<file path="config.mk">
export PLATFORM = sky130hd
export DESIGN_NAME = ap_ctrl_hs_driver
export DESIGN_NICKNAME = d
export VERILOG_FILES = /design/src/rtl/ap_ctrl_hs_pkg.sv /design/src/rtl/ap_ctrl_ts_fifo.sv /design/src/rtl/ap_ctrl_hs_driver.sv
export SDC_FILE = /design/constraint.sdc
export NUM_CORES = 1
export LEC_CHECK = 0
export ABC_AREA = 1
export CAP_MARGIN = 20
export CORE_ASPECT_RATIO = 2
export CORE_MARGIN = 3
export CORE_UTILIZATION = 39
export CTS_CLUSTER_SIZE = 40
export DETAILED_ROUTE_END_ITERATION = 8
export GPL_ROUTABILITY_DRIVEN = 0
export GPL_TIMING_DRIVEN = 1
export PLACE_DENSITY = 0.73
export SKIP_LAST_GASP = 1
export SYNTH_ARGS = -nofsm -noshare
export SYNTH_HDL_FRONTEND = slang
export SYNTH_HIERARCHICAL = 1
export SYNTH_SLANG_ARGS = --single-unit
</file>
<file path="constraint.sdc">
create_clock -name clock -period 7.8 [get_ports clock]
set_clock_uncertainty 0.1 [all_clocks]
set_input_delay 1.17 -clock clock [delete_from_list [all_inputs] [get_ports clock]]
set_output_delay 1.17 -clock clock [all_outputs]
set_load 0.005 [all_outputs]
</file>
<file path="src/rtl/ap_ctrl_hs_pkg.sv">
// Shared types and defaults for the ap_ctrl_hs driver; no logic, no latency.
// Latency statistics are enabled by AP_CTRL_HS_DRIVER_LAT_STAT_EN in the top.
package ap_ctrl_hs_pkg;

   typedef enum logic [1:0] {
      ST_IDLE = 2'd0,
      ST_RUN  = 2'd1,
      ST_DONE = 2'd2
   } state_e;

   localparam int CNT_W_DEF   = 16;
   localparam int MAX_OUT_DEF = 4;
   localparam int TS_W_DEF    = 32;

   // Pointer width that stays legal for a single-entry FIFO.
   function automatic int ptr_w(input int depth);
      return (depth > 1) ? $clog2(depth) : 1;
   endfunction

endpackage

</file>
<file path="src/rtl/ap_ctrl_ts_fifo.sv">
// Timestamp FIFO: pop data is the head entry, visible combinationally; push/pop take effect next cycle.
// Same-cycle push and pop are allowed; a push while full is dropped unless a pop frees the slot.
module ap_ctrl_ts_fifo
   import ap_ctrl_hs_pkg::*;
#(
   parameter int DEPTH = MAX_OUT_DEF,
   parameter int WIDTH = TS_W_DEF
) (
   input  logic             clock,
   input  logic             reset,
   input  logic             push,
   input  logic [WIDTH-1:0] push_dat,
   input  logic             pop,
   output logic [WIDTH-1:0] pop_dat,
   output logic             empty,
   output logic             full
);

   localparam int PW = ptr_w(DEPTH);
   localparam int CW = $clog2(DEPTH + 1);

   logic [WIDTH-1:0] mem_q [DEPTH];
   logic [PW-1:0]    wr_ptr_q;
   logic [PW-1:0]    rd_ptr_q;
   logic [CW-1:0]    cnt_q;
   logic             do_push;
   logic             do_pop;

   function automatic logic [PW-1:0] nxt(input logic [PW-1:0] p);
      return (p == PW'(DEPTH - 1)) ? '0 : p + PW'(1);
   endfunction

   assign empty   = (cnt_q == '0);
   assign full    = (cnt_q == CW'(DEPTH));
   assign do_pop  = pop & ~empty;
   assign do_push = push & (~full | do_pop);
   assign pop_dat = mem_q[rd_ptr_q];

   always_ff @(posedge clock) begin
      if (do_push) begin
         mem_q[wr_ptr_q] <= push_dat;
      end
   end

   always_ff @(posedge clock) begin
      if (reset) begin
         wr_ptr_q <= '0;
         rd_ptr_q <= '0;
         cnt_q    <= '0;
      end else begin
         if (do_push) wr_ptr_q <= nxt(wr_ptr_q);
         if (do_pop)  rd_ptr_q <= nxt(rd_ptr_q);
         unique case ({do_push, do_pop})
            2'b10:   cnt_q <= cnt_q + CW'(1);
            2'b01:   cnt_q <= cnt_q - CW'(1);
            default: cnt_q <= cnt_q;
         endcase
      end
   end

endmodule

</file>
<file path="src/rtl/ap_ctrl_hs_driver.sv">
// Issues num_trans ap_ctrl_hs starts with up to MAX_OUT in flight; all outputs registered (1 cycle).
// ap_start holds until ap_ready; latency stats only with AP_CTRL_HS_DRIVER_LAT_STAT_EN defined.
module ap_ctrl_hs_driver
   import ap_ctrl_hs_pkg::*;
#(
   parameter int CNT_W   = CNT_W_DEF,
   parameter int MAX_OUT = MAX_OUT_DEF,
   parameter int TS_W    = TS_W_DEF
) (
   input  logic             clock,
   input  logic             reset,
   input  logic             go,
   input  logic [CNT_W-1:0] num_trans,
   output logic             ap_start,
   input  logic             ap_ready,
   input  logic             ap_done,
   output logic             ap_continue,
   output logic             finish,
   output logic [CNT_W-1:0] issued_cnt,
   output logic [CNT_W-1:0] done_cnt,
   output logic             err,
   output logic [TS_W-1:0]  last_lat,
   output logic [TS_W-1:0]  max_lat
);

   localparam logic [CNT_W-1:0] MAX_OUT_C = CNT_W'(MAX_OUT);
   localparam logic [CNT_W-1:0] ONE_C     = CNT_W'(1);

   state_e           state_q, state_d;
   logic [CNT_W-1:0] num_q, num_d;
   logic [CNT_W-1:0] iss_q, iss_d;
   logic [CNT_W-1:0] dn_q, dn_d;
   logic             start_q, start_d;
   logic             cont_q, cont_d;
   logic             fin_q, fin_d;
   logic             err_q, err_d;

   logic             accept;
   logic [CNT_W-1:0] outstanding;
   logic [CNT_W-1:0] out_d;
   logic             done_hit;

   assign accept      = start_q & ap_ready;
   assign outstanding = iss_q - dn_q;
   assign done_hit    = (state_q == ST_RUN) & ap_done & (outstanding != '0);

   always_comb begin
      state_d = state_q;
      num_d   = num_q;
      iss_d   = iss_q;
      dn_d    = dn_q;
      err_d   = err_q;
      unique case (state_q)
         ST_IDLE, ST_DONE: begin
            if (go) begin
               num_d   = num_trans;
               iss_d   = '0;
               dn_d    = '0;
               err_d   = 1'b0;
               state_d = (num_trans == '0) ? ST_DONE : ST_RUN;
            end
         end
         ST_RUN: begin
            if (accept) iss_d = iss_q + ONE_C;
            if (ap_done) begin
               if (outstanding != '0) dn_d = dn_q + ONE_C;
               else                   err_d = 1'b1;
            end
            if (done_hit && (dn_d == num_q)) state_d = ST_DONE;
         end
         default: state_d = ST_IDLE;
      endcase

      // A pending start never loses its condition: outstanding can only shrink while it waits.
      out_d   = iss_d - dn_d;
      start_d = (state_d == ST_RUN) &&
                ((start_q && !ap_ready) || ((iss_d < num_d) && (out_d < MAX_OUT_C)));
      cont_d  = (state_d == ST_RUN);
      fin_d   = (state_d == ST_DONE);
   end

   always_ff @(posedge clock) begin
      if (reset) begin
         state_q <= ST_IDLE;
         num_q   <= '0;
         iss_q   <= '0;
         dn_q    <= '0;
         start_q <= 1'b0;
         cont_q  <= 1'b0;
         fin_q   <= 1'b0;
         err_q   <= 1'b0;
      end else begin
         state_q <= state_d;
         num_q   <= num_d;
         iss_q   <= iss_d;
         dn_q    <= dn_d;
         start_q <= start_d;
         cont_q  <= cont_d;
         fin_q   <= fin_d;
         err_q   <= err_d;
      end
   end

   assign ap_start    = start_q;
   assign ap_continue = cont_q;
   assign finish      = fin_q;
   assign issued_cnt  = iss_q;
   assign done_cnt    = dn_q;
   assign err         = err_q;

`ifdef AP_CTRL_HS_DRIVER_LAT_STAT_EN
   logic [TS_W-1:0] ts_q;
   logic [TS_W-1:0] last_q;
   logic [TS_W-1:0] max_q;
   logic [TS_W-1:0] ts_head;
   logic            fifo_empty;
   logic            fifo_full;
   logic            clr_stats;

   assign clr_stats = (state_q != ST_RUN) & go;

   ap_ctrl_ts_fifo #(
      .DEPTH (MAX_OUT),
      .WIDTH (TS_W)
   ) u_ts_fifo (
      .clock    (clock),
      .reset    (reset),
      .push     (accept & ~fifo_full),
      .push_dat (ts_q),
      .pop      (done_hit & ~fifo_empty),
      .pop_dat  (ts_head),
      .empty    (fifo_empty),
      .full     (fifo_full)
   );

   // max_lat trails last_lat by one cycle.
   always_ff @(posedge clock) begin
      if (reset) begin
         ts_q   <= '0;
         last_q <= '0;
         max_q  <= '0;
      end else begin
         ts_q <= ts_q + TS_W'(1);
         if (clr_stats) begin
            last_q <= '0;
            max_q  <= '0;
         end else begin
            if (done_hit)         last_q <= ts_q - ts_head;
            if (last_q > max_q)   max_q  <= last_q;
         end
      end
   end

   assign last_lat = last_q;
   assign max_lat  = max_q;
`else
   assign last_lat = '0;
   assign max_lat  = '0;
`endif

endmodule
</file>
==> reports/qor.txt <==
TritonCTS Buffers - 5
Post-Syn Area - 5880 sq um
Die ar. - 16700 sq um
Arrival @ worst endpoint - 5.17 ns
WS Path Type - in2reg
Distinct cells, synth - 58
CP Max Fanout - 19
run status - complete, no violations
top_reg_cell synth - dfxtp_1
largest net degree at the start of global routing - 52
max-cap violation count - 0
nets@finish - 1048
most area-hungry cell type in the Yosys netlist - dfxtp_1
Async SR Flop Fraction - 0%
layout cell share with drive strength beyond 1 - 8.23%
initial core utilization - 40.3%
fin crit share - 64.4%
total routed wirelength - 17.5 mm
post-CTS sizing - 0
CP endpoint kind - flop
Final Worst Setup Slack - 2.78 ns
Worst Hold Class - reg2reg
first-pass GRT wire length - 27.2 mm
clock slew at reported path FFs - 0.07 ns
GRT Util Overall - 20.8%
sequential area share after synthesis - 18.4%
Area growth syn-to-layout - 11.1%
Top Metal Used - met4
metal2 WL - 9.41 mm
met3 WL - 789 microns
Slew Viols, Final - 0
Starting DRT DRC Count - 420
setup TNS - 0 ns
routed vias - 6024
commonest cells after routing, fill and taps aside - 231 x nand2_1, 134 x inv_1, 83 x nor2_1, 64 x conb_1
RSZ-0062 raised after global routing - no
H-tree depth - 2
Filler cells - 1566
Port Buf Inserts - 56
DRC violations left - 0
DRT Pass-1 Iters - 5
clock sink count - 54
antenna diode count - 0
initial antenna violation count - 0
Routed WL per cell - 14.9 microns
worst vdd ir - 83.7 uV
Clk Latency, worst-skew pair - 0.31 ns
top-area cell type share of the netlist area - 18.4%
HPWL after detailed placement - 14.7 mm
Relative slew margins - 34.9%
most common cell after layout, fill and taps aside - nand2_1
FP Rows - 62
final hold violations - 0
Clock Path Buffers - 2
Power Dens Cells - 127 nW/um^2
Critical Path RT - 7.94 ns
P_leak - 3.39 nW
minimum clock period - 5.02 ns
Warnings, synthesis - 6
worst slew pin tran - 0.977 ns
dpl ws - 2.59 ns
Setup Buffers After CTS - 0
number of synthesized flops with an enable pin - 0
CTS tree - done
Die Span X - 92.9 microns
hold_buf cts - 0
CORE AREA - 14600 sq um
clk root buf - clkbuf_16
FF+latch count, synth - 54
critical path startpoint category - primary input
final setup violating endpoints - 0
syn avg cell area - 6.31 sq um
Post-DRT Antenna Nets - 0
vias in the first global route - 5778
via/cell ratio - 5.12
Area contributors post-synth - dfxtp_1 18%, nand2_1 15%, ha_1 9.4%
Fmax achieved - 0.199 GHz
Ports - 121
Routed met1 length - 6.04 mm
Die H - 180 microns
GRT overflow - 0
cell count after synthesis - 933
[per-layer routing]
layer	track usage (%)	up-vias
met1	19.3	2722
met2	40.3	248
li1	-	2973
met5	0	-
met3	1.84	81
met4	14.9	0
[worst paths after layout]
kind	endpoint	start	slack (ns)	cells past startpoint
max reg2reg	ap_start	done_cnt[3]	2.95	32
max	ap_start	go	2.78	23
min reg2reg	ap_start	ap_start	0.40	2
min	ap_start	ap_start	0.40	2
[power breakdown]
| part | total (mW) | leakage [nW] | switching, mW | internal [mW] |
|---|---|---|---|---|
| sequential | 0.293 | 0.439 | 0.00765 | 0.286 |
| combinational | 0.300 | 2.88 | 0.199 | 0.101 |
| clock | 0.238 | 0.0739 | 0.110 | 0.128 |
[cell type report]
cell class              instances  area [sq um]  area share (%)
well taps                     192           240            3.67
multi-input cells             720          3960            60.6
flip-flops and latches         54          1080            16.5
clock inverters                 1          5.00          0.0765
repair buffers                 57           563            8.61
inverters                     145           547            8.36
clock buffers                   7           143            2.18
[cells by family after synthesis]
| family | after synthesis | synth area share (%) |
|---|---|---|
| adder cells (fa/ha/maj) | 44 | 9.36 |
| other | 1 | 0.0637 |
| multiplexers | 7 | 1.19 |
| AND/OR/NAND/NOR | 472 | 38.7 |
| flip-flops | 54 | 18.4 |
| XOR/XNOR | 20 | 3.10 |
| AO/OA/AOI/OAI | 113 | 10.8 |
| buffers and inverters | 222 | 18.4 |
[critical path: stages]
cell and delay (ns):
clkdlybuf4s50_1 0.50, nand2_1 0.45, buf_4 0.41, nand2_1 0.41, inv_1 0.27, nand2_1 0.13
nand2_1 0.09, ha_1 0.28, o21ai_0 0.07, inv_1 0.05, o211ai_1 0.19, nand2_1 0.09
a21oi_1 0.12, o21ai_0 0.08, a21oi_1 0.14, nand3_1 0.09, nor2_1 0.11, nand3_1 0.09
nor2_1 0.09, nand3_1 0.08, nor2_1 0.08, nand2_1 0.07, a21oi_2 0.11
[registers in the layout, indices dropped and copies added (netlist names)]
register     flops
finish           1
state_q          2
done_cnt        16
err              1
ap_continue      1
ap_start         1
issued_cnt      16
num_q           16
[cell usage after synthesis, types with 2 or more instances]
master / count
ha_1: 44
nor2_2: 6
o211ai_1: 3
nand4_1: 13
nor4_1: 3
or4_1: 3
xor2_1: 18
nand2_2: 17
o21a_1: 2
dfxtp_1: 54
nand3b_1: 7
o22ai_1: 7
nand3_4: 5
mux2i_1: 7
nand4_2: 3
nor3_2: 3
a21oi_2: 3
o21ai_1: 3
nor3_1: 16
a21oi_1: 46
inv_2: 10
o21ai_0: 36
or2_2: 3
clkbuf_1: 11
a21o_1: 2
nand2_1: 231
nand3_2: 10
nor2_1: 83
nand3_1: 55
inv_1: 134
nand2_4: 4
buf_4: 65
[metrics by stage]
step / instance area (sq um) / hold slack, ns / power, mW / instances / utilization (%)
floorplan: 6120 / 0.383 / 0.536 / 996 / -
global placement: 6390 / 0.385 / 0.591 / 1168 / 43.8
detailed placement: 6390 / 0.385 / 0.594 / 1168 / 43.8
CTS: 6540 / 0.402 / 0.828 / 1176 / 44.8
global route: 6540 / 0.421 / 0.872 / 1176 / 44.8
finish: 6540 / 0.396 / 0.831 / 1176 / 44.8
(Power assumes the default switching activity.)
